## src/rtl/odo_sbox_pkg.sv

```systemverilog
// Shared types and helpers for the Odo small-S-box arbiter slice.
package odo_sbox_pkg;

  localparam int unsigned SBOX_W  = 6;
  localparam int unsigned MAX_REQ = 8;

  typedef enum logic {IDLE, OWN} arb_state_t;

  function automatic logic [MAX_REQ-1:0] onehot(input logic [2:0] idx);
    onehot = '0;
    onehot[idx] = 1'b1;
  endfunction

endpackage

```

## src/rtl/odo_rr_pick.sv

```systemverilog
// Round-robin first-set finder: lowest asserted request at or after ptr, wrapping.
module odo_rr_pick #(
  parameter  int unsigned N  = 4,
  localparam int unsigned IW = (N > 1) ? $clog2(N) : 1
) (
  input  logic [N-1:0]  req,
  input  logic [IW-1:0] ptr,
  output logic [N-1:0]  gnt,
  output logic [IW-1:0] idx,
  output logic          any
);

  // Two ordered passes (upper half from ptr, then wrapped lower half) avoid a variable rotate.
  always_comb begin
    gnt = '0;
    idx = '0;
    any = 1'b0;
    for (int unsigned m = 0; m < N; m++) begin
      if (!any && req[m] && (m >= 32'(ptr))) begin
        any    = 1'b1;
        idx    = IW'(m);
        gnt[m] = 1'b1;
      end
    end
    for (int unsigned m = 0; m < N; m++) begin
      if (!any && req[m] && (m < 32'(ptr))) begin
        any    = 1'b1;
        idx    = IW'(m);
        gnt[m] = 1'b1;
      end
    end
  end

endmodule

```

## src/rtl/odo_sbox_arbiter.sv

```systemverilog
// Round-robin, burst-bounded sharing of one registered Odo 6-bit S-box ROM among N_REQ lanes.
// Optional statistics ports enabled by ODO_SBOX_ARB_STATS_EN.
module odo_sbox_arbiter
  import odo_sbox_pkg::*;
#(
  parameter int unsigned N_REQ     = 4,
  parameter int unsigned ROM_LAT   = 1,
  parameter int unsigned MAX_BURST = 4
) (
  input  logic                      clk,
  input  logic                      rst,
  input  logic [N_REQ-1:0]          req_valid,
  input  logic [SBOX_W*N_REQ-1:0]   req_data,
  output logic [N_REQ-1:0]          req_ready,
  output logic [SBOX_W-1:0]         sbox_in,
  input  logic [SBOX_W-1:0]         sbox_out,
  output logic [N_REQ-1:0]          resp_valid,
  output logic [SBOX_W-1:0]         resp_data
`ifdef ODO_SBOX_ARB_STATS_EN
  ,
  output logic [16*N_REQ-1:0]       grant_cnt,
  output logic [7:0]                stall_max
`endif
);

  localparam int unsigned IW = (N_REQ > 1) ? $clog2(N_REQ) : 1;
  localparam logic [IW-1:0] LAST = IW'(N_REQ - 1);

  arb_state_t       state;
  logic [IW-1:0]    owner;
  logic [IW-1:0]    ptr;
  logic [3:0]       burst_cnt;

  logic [IW-1:0]    owner_inc;
  logic [IW-1:0]    pick_ptr;
  logic [MAX_REQ-1:0] owner_oh;
  logic             keep;
  logic [N_REQ-1:0] pick_gnt;
  logic [IW-1:0]    pick_idx;
  logic             pick_any;
  logic [N_REQ-1:0] gnt;
  logic [IW-1:0]    gidx;
  logic             gany;

  always_comb begin
    owner_inc = (owner == LAST) ? '0 : owner + IW'(1);
    owner_oh  = onehot(3'(owner));
    keep      = (state == OWN) && (|(owner_oh & 8'(req_valid)))
                && (burst_cnt < 4'(MAX_BURST));
    // On release or forced rotation the search starts just past the current owner.
    pick_ptr  = (state == OWN) ? owner_inc : ptr;
  end

  odo_rr_pick #(.N(N_REQ)) u_pick (
    .req (req_valid),
    .ptr (pick_ptr),
    .gnt (pick_gnt),
    .idx (pick_idx),
    .any (pick_any)
  );

  always_comb begin
    gnt     = '0;
    gidx    = '0;
    gany    = 1'b0;
    sbox_in = '0;
    if (!rst) begin
      gnt  = keep ? owner_oh[N_REQ-1:0] : pick_gnt;
      gidx = keep ? owner : pick_idx;
      gany = keep || pick_any;
    end
    for (int unsigned k = 0; k < N_REQ; k++) begin
      if (gnt[k]) sbox_in = req_data[k*SBOX_W +: SBOX_W];
    end
    req_ready = gnt;
  end

  always_ff @(posedge clk) begin
    if (rst) begin
      state     <= IDLE;
      owner     <= '0;
      ptr       <= '0;
      burst_cnt <= '0;
    end else begin
      if (state == OWN && !keep) ptr <= owner_inc;
      if (gany) begin
        state     <= OWN;
        owner     <= gidx;
        burst_cnt <= keep ? burst_cnt + 4'd1 : 4'd1;
      end else begin
        state     <= IDLE;
        burst_cnt <= '0;
      end
    end
  end

  logic [ROM_LAT-1:0] sr_v;
  logic [N_REQ-1:0]   sr_tag [ROM_LAT];

  always_ff @(posedge clk) begin
    if (rst) begin
      sr_v       <= '0;
      resp_valid <= '0;
      resp_data  <= '0;
      for (int unsigned k = 0; k < ROM_LAT; k++) sr_tag[k] <= '0;
    end else begin
      sr_v[0]   <= gany;
      sr_tag[0] <= gnt;
      for (int unsigned k = 1; k < ROM_LAT; k++) begin
        sr_v[k]   <= sr_v[k-1];
        sr_tag[k] <= sr_tag[k-1];
      end
      resp_valid <= sr_v[ROM_LAT-1] ? sr_tag[ROM_LAT-1] : '0;
      resp_data  <= sr_v[ROM_LAT-1] ? sbox_out : '0;
    end
  end

`ifdef ODO_SBOX_ARB_STATS_EN
  logic [7:0] stall_cnt [N_REQ];
  logic [7:0] stall_nxt [N_REQ];
  logic [7:0] smax_nxt;

  always_comb begin
    smax_nxt = stall_max;
    for (int unsigned k = 0; k < N_REQ; k++) begin
      if (req_valid[k] && !gnt[k])
        stall_nxt[k] = (stall_cnt[k] == 8'hFF) ? 8'hFF : stall_cnt[k] + 8'd1;
      else
        stall_nxt[k] = '0;
      if (stall_nxt[k] > smax_nxt) smax_nxt = stall_nxt[k];
    end
  end

  always_ff @(posedge clk) begin
    if (rst) begin
      grant_cnt <= '0;
      stall_max <= '0;
      for (int unsigned k = 0; k < N_REQ; k++) stall_cnt[k] <= '0;
    end else begin
      stall_max <= smax_nxt;
      for (int unsigned k = 0; k < N_REQ; k++) begin
        stall_cnt[k] <= stall_nxt[k];
        if (gnt[k] && grant_cnt[16*k +: 16] != 16'hFFFF)
          grant_cnt[16*k +: 16] <= grant_cnt[16*k +: 16] + 16'd1;
      end
    end
  end
`endif

endmodule
```

## config.mk

```make
export PLATFORM = sky130hd
export DESIGN_NAME = odo_sbox_arbiter
export DESIGN_NICKNAME = d
export VERILOG_FILES = /design/src/rtl/odo_sbox_pkg.sv /design/src/rtl/odo_rr_pick.sv /design/src/rtl/odo_sbox_arbiter.sv
export SDC_FILE = /design/constraint.sdc
export NUM_CORES = 1
export LEC_CHECK = 0
export CAP_MARGIN = 0
export CORE_MARGIN = 3
export CORE_UTILIZATION = 45
export CTS_CLUSTER_DIAMETER = 30
export CTS_CLUSTER_SIZE = 30
export DETAILED_ROUTE_END_ITERATION = 10
export MAX_ROUTING_LAYER = met4
export PLACE_DENSITY = 0.92
export SKIP_LAST_GASP = 1
export SYNTH_ARGS = -nofsm -noshare
export SYNTH_HDL_FRONTEND = slang
export SYNTH_SLANG_ARGS = --single-unit
```

## constraint.sdc

```tcl
create_clock -name clk -period 4.44 [get_ports clk]
set_input_delay 0.444 -clock clk [delete_from_list [all_inputs] [get_ports clk]]
set_output_delay 0.444 -clock clk [all_outputs]
set_load 0.01 [all_outputs]
```

; After elaboration in Yosys (flattened, before gate mapping)
; Memory sizes are Yosys's and may differ from the RTL's. A register that Yosys moved wholly into a read port is not among the register bits.
; Cells that the tools add are included.
[word_totals]
register_bits = 16
mem_bits_rw = 4
inputBits = 36
out_inout_bits = 20
wordCells = 91
mem_count = 1
[mem_list]
columns = name, depth, word_bits, read_ports, rd_clocked_by_memory_dff, write_ports, line_no
row1 = sr_tag, 1, 4, 1, 1, 1, odo_sbox_arbiter.sv:98  ; logic [N_REQ-1:0] sr_tag [ROM_LAT];
[op_classes]
addsub = 2
magnitude_cmp = 9
n_eq_ne = 1
mux = 37
bitwise = 4
n_reduce_logical = 30
[op_table]
columns = cell, n
row1 = $mux W6, 4
row2 = $mux W1, 22
row3 = $logic_and A1 B1 Y1, 16
row4 = $mux W2, 7
row5 = $mux W4, 3
row6 = $reduce_or A8 Y1, 1
row7 = $logic_not A1 Y1, 7
row8 = $add A4 B1 Y4 const B, 1
row9 = $and A4 B4 Y4, 1
row10 = $ge A1 B2 Y1 const A, 2
row11 = $lt A1 B2 Y1 const A, 2
row12 = $lt A2 B4 Y1 const B, 1
row13 = $lt A4 B3 Y1 const B, 1
row14 = $reduce_or A2 Y1, 2
row15 = $reduce_or A4 Y1, 1
row16 = $not A1 Y1, 3
row17 = $reduce_or A3 Y1, 1
row18 = $add A2 B1 Y2 const B, 1
row19 = $demux W1 S2, 1
row20 = $eq A2 B2 Y1 const B, 1
row21 = $ge A2 B1 Y1 const B, 1
row22 = $ge A2 B2 Y1 const A, 1
row23 = $lt A2 B2 Y1 const A, 1
row24 = $reduce_and A2 Y1, 1
row25 = $logic_or A1 B1 Y1, 1

; Logic depth before layout (Yosys ltp)
; Gate-level depths: netlist of run 1.
[logic_depth]
depth_word = 35
depth_mapped = 9
ltp_nobuf = 8

; Hierarchy
; From an unflattened synthesis of run 1, not the netlist that was laid out.
[unflattened]
cells_unflattened = 152
hier_area_um2 = 1335.0
[modules_own_cells]
columns = module, instances, cells_per_inst, area_each_um2, seq_area_each_um2
row1 = odo_sbox_arbiter, 1, 119, 1112.3, 460.4
row2 = odo_rr_pick, 1, 33, 222.7, 0.0

; Worst setup path before layout of run 1
; Ideal clock, no wire load.
[synth_path]
path_type = flip-flop to output port
start = register owner[0]
end = output port sbox_in[0]
t_arrival_ns = 2.311
t_required_ns = 3.996
slack_ns = 1.685
path_stages_with_launch = 9
path_buffers = 0
path_cell_list = dfxtp_1 -> inv_1 -> ha_1 -> mux2_1 -> a311oi_2 -> a31oi_2 -> a211oi_4 -> a221o_1 -> o221a_2
[synth_between]
word_cells_on_any_way = 55
classes_between = add/sub (1) / order compare (8) / eq/ne (1) / mux (22) / bitwise (1) / reduce/logical (22)
[synth_rtl]
columns = item, line_no
row1 = start: declaration, odo_sbox_arbiter.sv:30  ; logic [IW-1:0] owner;
row2 = start signal: assignment, odo_sbox_arbiter.sv:88  ; owner <= gidx;
row3 = $add A2 B1 Y2 or $eq A2 B2 Y1 (tied branches), odo_sbox_arbiter.sv:46  ; owner_inc = (owner == LAST) ? '0 : owner + IW'(1);
row4 = $mux W2 *, odo_sbox_arbiter.sv:46
row5 = net owner_inc[1], odo_sbox_arbiter.sv:34  ; logic [IW-1:0] owner_inc;
row6 = $mux W2 *, odo_sbox_arbiter.sv:51  ; pick_ptr = (state == OWN) ? owner_inc : ptr;
row7 = $ge A1 B2 Y1, odo_rr_pick.sv:19  ; if (!any && req[m] && (m >= 32'(ptr))) begin
row8 = $logic_and A1 B1 Y1, odo_rr_pick.sv:19
row9 = $mux W1, odo_rr_pick.sv:19
row10 = $logic_not A1 Y1, odo_rr_pick.sv:19
row11 = [13 not listed], -
row12 = $mux W1, odo_rr_pick.sv:26  ; if (!any && req[m] && (m < 32'(ptr))) begin
row13 = $logic_not A1 Y1, odo_rr_pick.sv:26
row14 = $logic_and A1 B1 Y1 (2 in a row), odo_rr_pick.sv:26
row15 = $mux W1 *, odo_rr_pick.sv:26
row16 = $mux W4 *, odo_sbox_arbiter.sv:68  ; gnt = keep ? owner_oh[N_REQ-1:0] : pick_gnt;
row17 = $mux W4 *, odo_sbox_arbiter.sv:67  ; if (!rst) begin
row18 = net req_ready[1], odo_sbox_arbiter.sv:14  ; output logic [N_REQ-1:0] req_ready,
row19 = $mux W6 * (3 in a row), odo_sbox_arbiter.sv:73  ; if (gnt[k]) sbox_in = req_data[k*SBOX_W +: SBOX_W];
row20 = end: declaration, odo_sbox_arbiter.sv:15  ; output logic [SBOX_W-1:0] sbox_in,
; The timed path passes the listed nets; every way through them passes the cells marked *.

; Worst setup path in the final report of run 1
[layout_path]
start = register owner[0]
end = output port sbox_in[1]
[layout_between]
elab_chain_len = 33
word_cells_on_any_way = 55
classes_between = add/sub (1) / order compare (8) / eq/ne (1) / mux (22) / bitwise (1) / reduce/logical (22)
[layout_lines]
columns = item, line_no
row1 = $add A2 B1 Y2 or $eq A2 B2 Y1 (tied branches), odo_sbox_arbiter.sv:46
row2 = $mux W2, odo_sbox_arbiter.sv:46
row3 = $mux W2, odo_sbox_arbiter.sv:51
row4 = $ge A1 B2 Y1, odo_rr_pick.sv:19
row5 = $logic_and A1 B1 Y1, odo_rr_pick.sv:19
row6 = $mux W1, odo_rr_pick.sv:19
row7 = $logic_not A1 Y1, odo_rr_pick.sv:19
row8 = $logic_and A1 B1 Y1 (2 in a row), odo_rr_pick.sv:19
row9 = [15 not listed], -
row10 = $mux W1, odo_rr_pick.sv:26
row11 = $logic_not A1 Y1, odo_rr_pick.sv:26
row12 = $logic_and A1 B1 Y1 (2 in a row), odo_rr_pick.sv:26
row13 = $mux W1, odo_rr_pick.sv:26
row14 = $mux W4 *, odo_sbox_arbiter.sv:68
row15 = $mux W4 *, odo_sbox_arbiter.sv:67
row16 = $mux W6, odo_sbox_arbiter.sv:73
row17 = $mux W6 *, odo_sbox_arbiter.sv:73
; Every way passes the cells marked *; elsewhere a longest branch is shown, timed or not.

==> metrics.txt, run 1 <==
status=completed; Avg Cell Area, Syn=roughly 9.3 um^2; Iter 0 DRT Violations=90; distinct cell type count after synthesis=between 40 and 50; relative slew slack=0.557; Synth Warn #=0; Post-CTS Hold Fix Bufs=0; Resized cells post-CTS=0; Area Overhead vs Synth=44.4%; Synth Flop Type=dfxtp_1; fin. max-slew vios=0; initial antenna violation count=0; Post-synth top cells=dfxtp_1 (23), nor2_1 (16), and3_1 (11); vias in the first global route=1297; Die Ht=about 60 um; CP max FO=13; Clock transition at path regs=about 120 ps; port bufs=between 50 and 60; HP Class=register to register; Leakage=0.000779 uW; core area=0.00261 mm^2; Rows=18; DP HPWL=approximately 3000 um; CTS tree=yes; Die ar.=approximately 0.0036 mm^2; htree depth=1; IO Count=between 50 and 60; Seq/Total Area, Yosys=0.351; root buf cell=clkbuf_4; Gate Count Post-Synth=about 140; Synth area leader=dfxtp_1; pwr/cell area=approximately 280 mW/mm^2; GRT Util Overall=0.226; clk_skew=~2.5 ps; RSZ-0062 raised after global routing=false; TritonCTS Sinks=23; Remaining DRCs=0; Startpoint Class=register; RePlAce Congestion=0.926; routed len/inst=~17 um; peak supply drop=0.217 mV; Critical Path AT=3500 ps; effective utilization at floorplan=0.502; Setup CP Type=register to primary output; Core Util, Final=0.725; routed vias/inst=5.88; Final setup viols=0; Post-Syn Area=approximately 0.0013 mm^2; final wirelength=3830 um; Post-CTS Setup Bufs=0; Tcrit/Tclk final=0.888; clk buf depth=2; first-pass GRT wire length=approximately 6000 um; via count=1317; clock latency on the worst-skew pair=approximately 310 ps; post-synth top area share=0.351; ANT cells=0; f_max=around 250 MHz; setup TNS=0 ps; asr flop ratio synth=0; remaining antenna violation count=0; final net count=about 240; number of enable flip-flop cells after synthesis=0; Tightest Pin Transition=~660 ps; Final Hold Viols=0; grt ovf=0; Final min period=3940 ps; Area contributors post-synth=dfxtp_1 (35%), and3_1 (5.2%), o221a_2 (5.2%), ha_1 (4.8%), a221o_1 (4.6%); fillcell total=slightly below 200; required time worst endpoint=approximately 4000 ps; number of max-cap violations=0; crit end category=primary output; Die X-Extent=between 50 and 60 um; largest net degree at the start of global routing=24; Num CTS Buffers=3; count leader, synth=dfxtp_1; first-pass iteration count of the detailed router=4; post-synthesis register bit count=23; layout cells sized above 1=0.103; syn nets=~180
-- layout make-up --
type / count / area (um^2) / area share
multi-input cells: 101 / 773 / 0.408
repair buffers: 56 / 558 / 0.295
inverters: 10 / 37.5 / 0.0198
clock buffers: 4 / 26.3 / 0.0139
well taps: 30 / 37.5 / 0.0198
flip-flops and latches: 23 / 460 / 0.243
-- flip-flops by register name, summed over array words and instances, names as in the netlist --
signal and flops:
sr_tag 4, resp_data 6, burst_cnt 4, owner 2
ptr 2, resp_valid 4, state 1
-- power by group --
| part | switching [uW] | total, uW | internal, uW |
|---|---|---|---|
| registers | 12.0 | 231 | 219 |
| logic | 90.0 | 202 | 112 |
| clock network | 60.1 | 95.1 | 35.1 |
| total | 162 | 528 | 366 |
-- layout by cell type, fill, tap and decap left out, types with 2 or more instances in the layout --
master and count:
nor2_1 16, a221oi_2 2, nand3_1 2, a211oi_1 2
nand2_1 6, clkdlybuf4s50_1 55, o221a_2 6, and3_1 11
inv_1 9, ha_1 5, o32a_1 2, o211ai_1 2
mux2_1 2, mux2i_1 3, nor3_1 2, dfxtp_1 23
a221o_1 6, a21oi_1 5, clkbuf_4 3, a22o_1 2
nor4b_1 3, o21ai_1 2
-- path summary, 6_finish.rpt --
check | depth (start not counted) | from | to | slack (ps)
hold reg to reg | 1 | sr_tag[0][2]$_SDFF_PP0_ | resp_valid[2]$_SDFF_PP0_ | 480
setup reg to reg | 7 | owner[0]$_SDFFE_PP0P_ | sr_tag[0][3]$_SDFF_PP0_ | 1940
setup / recovery | 9 | owner[0]$_SDFFE_PP0P_ | sbox_in[1] | 500
hold / removal | 1 | sr_tag[0][2]$_SDFF_PP0_ | resp_valid[2]$_SDFF_PP0_ | 480
-- worst max-delay path, stage by stage (launching register included) --
cell,delay [ps]
dfxtp_1,540
inv_1,110
ha_1,270
a22o_1,290
o21ai_2,480
nor2_1,170
a211oi_4,370
a221o_1,240
o221a_2,170
clkdlybuf4s50_1,550
-- per-stage QoR --
step           hold WS, ps  setup WS [ps]  power [uW]  cell area [um^2]  std cells
2_1_floorplan          444           1690         344              1310        141
3_3_place_gp           448            833         427              1870        220
3_5_place_dp           452            741         435              1870        220
4_1_cts                480            549         527              1890        224
5_1_grt                488            263         558              1890        224
6_report               478            499         528              1890        224
-- cells by family (layout without fill, tap and decap cells) --
kind of cell | count (synthesis) | in the layout | share of synthesized area
simple gates | 48 | 48 | 0.205
compound gates | 41 | 41 | 0.287
flops | 23 | 23 | 0.351
buf+inv | 17 | 70 | 0.0591
fa+ha+maj | 5 | 5 | 0.0477
mux | 5 | 5 | 0.0401
other cells | 1 | 1 | 0.00286
xor+xnor | 1 | 1 | 0.00668
-- metal layers --
layer,GRT usage,up-vias,share of wire
li1,-,639,-
met1,0.275,620,0.42
met2,0.389,52,0.51
met3,0.0281,6,0.056
met4,0.0665,0,0.012
met5,-,-,0
(Power assumes the default switching activity.)
==> inputs of run 2 (changes only) <==
--- a/config.mk
+++ b/config.mk
@@ -14,6 +14,7 @@
 export MAX_ROUTING_LAYER = met4
 export PLACE_DENSITY = 0.92
 export SKIP_LAST_GASP = 1
+export SLEW_MARGIN = 20
 export SYNTH_ARGS = -nofsm -noshare
 export SYNTH_HDL_FRONTEND = slang
 export SYNTH_SLANG_ARGS = --single-unit
==> results of run 2 <==
No change in the layout: final DEF, timing and power equal those of run 1.
==> inputs of run 3 (changes only) <==
--- a/config.mk
+++ b/config.mk
@@ -11,8 +11,8 @@
 export CTS_CLUSTER_DIAMETER = 30
 export CTS_CLUSTER_SIZE = 30
 export DETAILED_ROUTE_END_ITERATION = 10
-export MAX_ROUTING_LAYER = met4
 export PLACE_DENSITY = 0.92
+export SETUP_SLACK_MARGIN = 0.02
 export SKIP_LAST_GASP = 1
 export SLEW_MARGIN = 20
 export SYNTH_ARGS = -nofsm -noshare
==> metrics.txt, run 3 (same netlist as run 1, synthesis figures left out) <==
status=completed (unchanged); effective utilization at floorplan=0.502 (unchanged); Rows=18 (unchanged); fillcell total=197 (was 194); Die X-Extent=60.0 um (unchanged); commonest non-fill, non-tap cell in the layout=clkdlybuf4s50_1 (unchanged); Final Hold Viols=0 (unchanged); Post-CTS Hold Fix Bufs=0 (unchanged); Area Overhead vs Synth=44.5% (was 44.4%); crit end category=primary output (unchanged); Tightest Pin Transition=642 ps (was 663 ps); TritonCTS Sinks=23 (unchanged); DP HPWL=2970 um (was 3050 um); Area after DPL=0.00187 mm^2 (unchanged); via count=1304 (was 1317); root buf cell=clkbuf_4 (unchanged); fin. max-slew vios=0 (unchanged); Critical-path top delay cell=clkdlybuf4s50_1 (unchanged); Sequential Area=460 um^2 (unchanged); relative slew slack=0.571 (was 0.557); core area=0.00261 mm^2 (unchanged); setup TNS=0 ps (unchanged); largest net degree at the start of global routing=24 (unchanged); Most flops, register=resp_data (unchanged); RSZ-0062 raised after global routing=false (unchanged); Setup CP Type=register to primary output (unchanged); routed len/inst=16.2 um (was 17.1 um); clk buf depth=2 (unchanged); worst path bufs/invs=2 (unchanged); Num CTS Buffers=3 (unchanged); max reg flops=6 (unchanged); peak supply drop=0.211 mV (was 0.217 mV); clk_skew=7.63 ps (was 2.54 ps); CTS tree=yes (unchanged); GRT Util Overall=0.206 (was 0.226); layout cells sized above 1=0.108 (was 0.103); Max stage delay on crit path=550 ps (about the same); Critical Path AT=3540 ps (was 3500 ps); Crit path max-delay family=compound AO/OA/AOI/OAI gates (unchanged); required time worst endpoint=4000 ps (about the same); final net count=236 (unchanged); Iter 0 DRT Violations=70 (was 90); final wirelength=3620 um (was 3830 um); initial antenna violation count=0 (unchanged); vias in the first global route=1255 (was 1297); routed vias/inst=5.82 (was 5.88); Die ar.=0.00360 mm^2 (unchanged); area of the multi-input gates=773 um^2 (unchanged); clock latency on the worst-skew pair=310 ps (about the same); number of max-cap violations=0 (unchanged); port bufs=55 (unchanged); grt ovf=0 (unchanged); first-pass GRT wire length=5720 um (was 6000 um); HP Class=register to register (unchanged); f_max=251 MHz (was 254 MHz); most frequent cells in the layout=clkdlybuf4s50_1 (55), dfxtp_1 (23), nor2_1 (16) (unchanged); Post-CTS Setup Bufs=0 (unchanged); Leakage=0.000781 uW (was 0.000779 uW); htree depth=1 (unchanged); Resized cells post-CTS=0 (unchanged); pwr/cell area=278 mW/mm^2 (was 279 mW/mm^2); final instance area=0.00189 mm^2 (about the same); remaining antenna violation count=0 (unchanged); first-pass iteration count of the detailed router=4 (unchanged); IO Count=56 (unchanged); Startpoint Class=register (unchanged); Final min period=3980 ps (was 3940 ps); RePlAce Congestion=0.914 (was 0.926); Clock transition at path regs=130 ps (was 120 ps); Die Ht=60.0 um (unchanged); Remaining DRCs=0 (unchanged); Final setup viols=0 (unchanged); Tcrit/Tclk final=0.897 (was 0.888); CP cell instances=inv_1 > ha_1 > a22o_1 > o21ai_2 > nand3_1 > o21ai_1 > a221o_1 > o221a_2 > clkdlybuf4s50_1 (was inv_1 > ha_1 > a22o_1 > o21ai_2 > nor2_1 > a211oi_4 > a221o_1 > o221a_2 > clkdlybuf4s50_1); CP max FO=13 (unchanged); ANT cells=0 (unchanged)
run 3: cell types whose count changed in the layout (fill, tap and decap cells not counted):
cell	change
clkbuf_1	-1
clkinv_2	+1
run 3: worst register-to-register path, delay by kind of cell (launching register included):
| family | cells | cell delay, ps |
|---|---|---|
| AO/OA/AOI/OAI | 2 | 760 |
| AND/OR/NAND/NOR | 1 | 240 |
| flip-flops | 1 | 540 |
| buffers and inverters | 2 | 190 |
| adder cells (fa/ha/maj) | 1 | 270 |
| multiplexers | 1 | 380 |
run 3: report_power, final:
part | internal (uW) | leakage, uW | total (uW) | switching [uW]
sequential | 219 | 0.000189 | 230 | 11.5
clock | 33.6 | 0.0000177 | 95.1 | 61.5
combinational | 112 | 0.000575 | 200 | 88.2
run 3: layout make-up:
type | count | share of cell area
flip-flops and latches | 23 | 0.243
repair buffers | 56 | 0.295
clock inverters | 1 | 0.00264
inverters | 10 | 0.0198
well taps | 30 | 0.0198
multi-input cells | 101 | 0.408
clock buffers | 3 | 0.0119
run 3: path summary, 6_finish.rpt:
path	from	end	slack, ps	depth (start not counted)
worst max-delay path	owner[0]$_SDFFE_PP0P_	sbox_in[1]	460	9
worst min-delay path	sr_tag[0][2]$_SDFF_PP0_	resp_valid[2]$_SDFF_PP0_	480	1
worst max register to register	owner[0]$_SDFFE_PP0P_	sr_tag[0][3]$_SDFF_PP0_	1960	7
worst min register to register	sr_tag[0][2]$_SDFF_PP0_	resp_valid[2]$_SDFF_PP0_	480	1
run 3: metrics by stage:
step / util / total power [uW] / hold WS, ps / instances / setup slack, ps
after CTS: 0.725 / 528 / 482 / 224 / 464
after detailed placement: 0.715 / 435 / 452 / 220 / 697
after global routing: 0.725 / 552 / 488 / 224 / 220
final: 0.725 / 526 / 479 / 224 / 457
after global placement: 0.715 / 427 / 448 / 220 / 832
after floorplan: - / 344 / 444 / 141 / 1690
run 3: layer usage:
metal  wire length (um)  share of wire  track usage  vias to the layer above
met2               1880           0.52        0.364                       66
met5                  0              0            0                        -
li1                   -              -            -                      639
met4                 15         0.0041       0.0506                        0
met1               1460           0.40        0.263                      597
met3                272          0.075       0.0216                        2
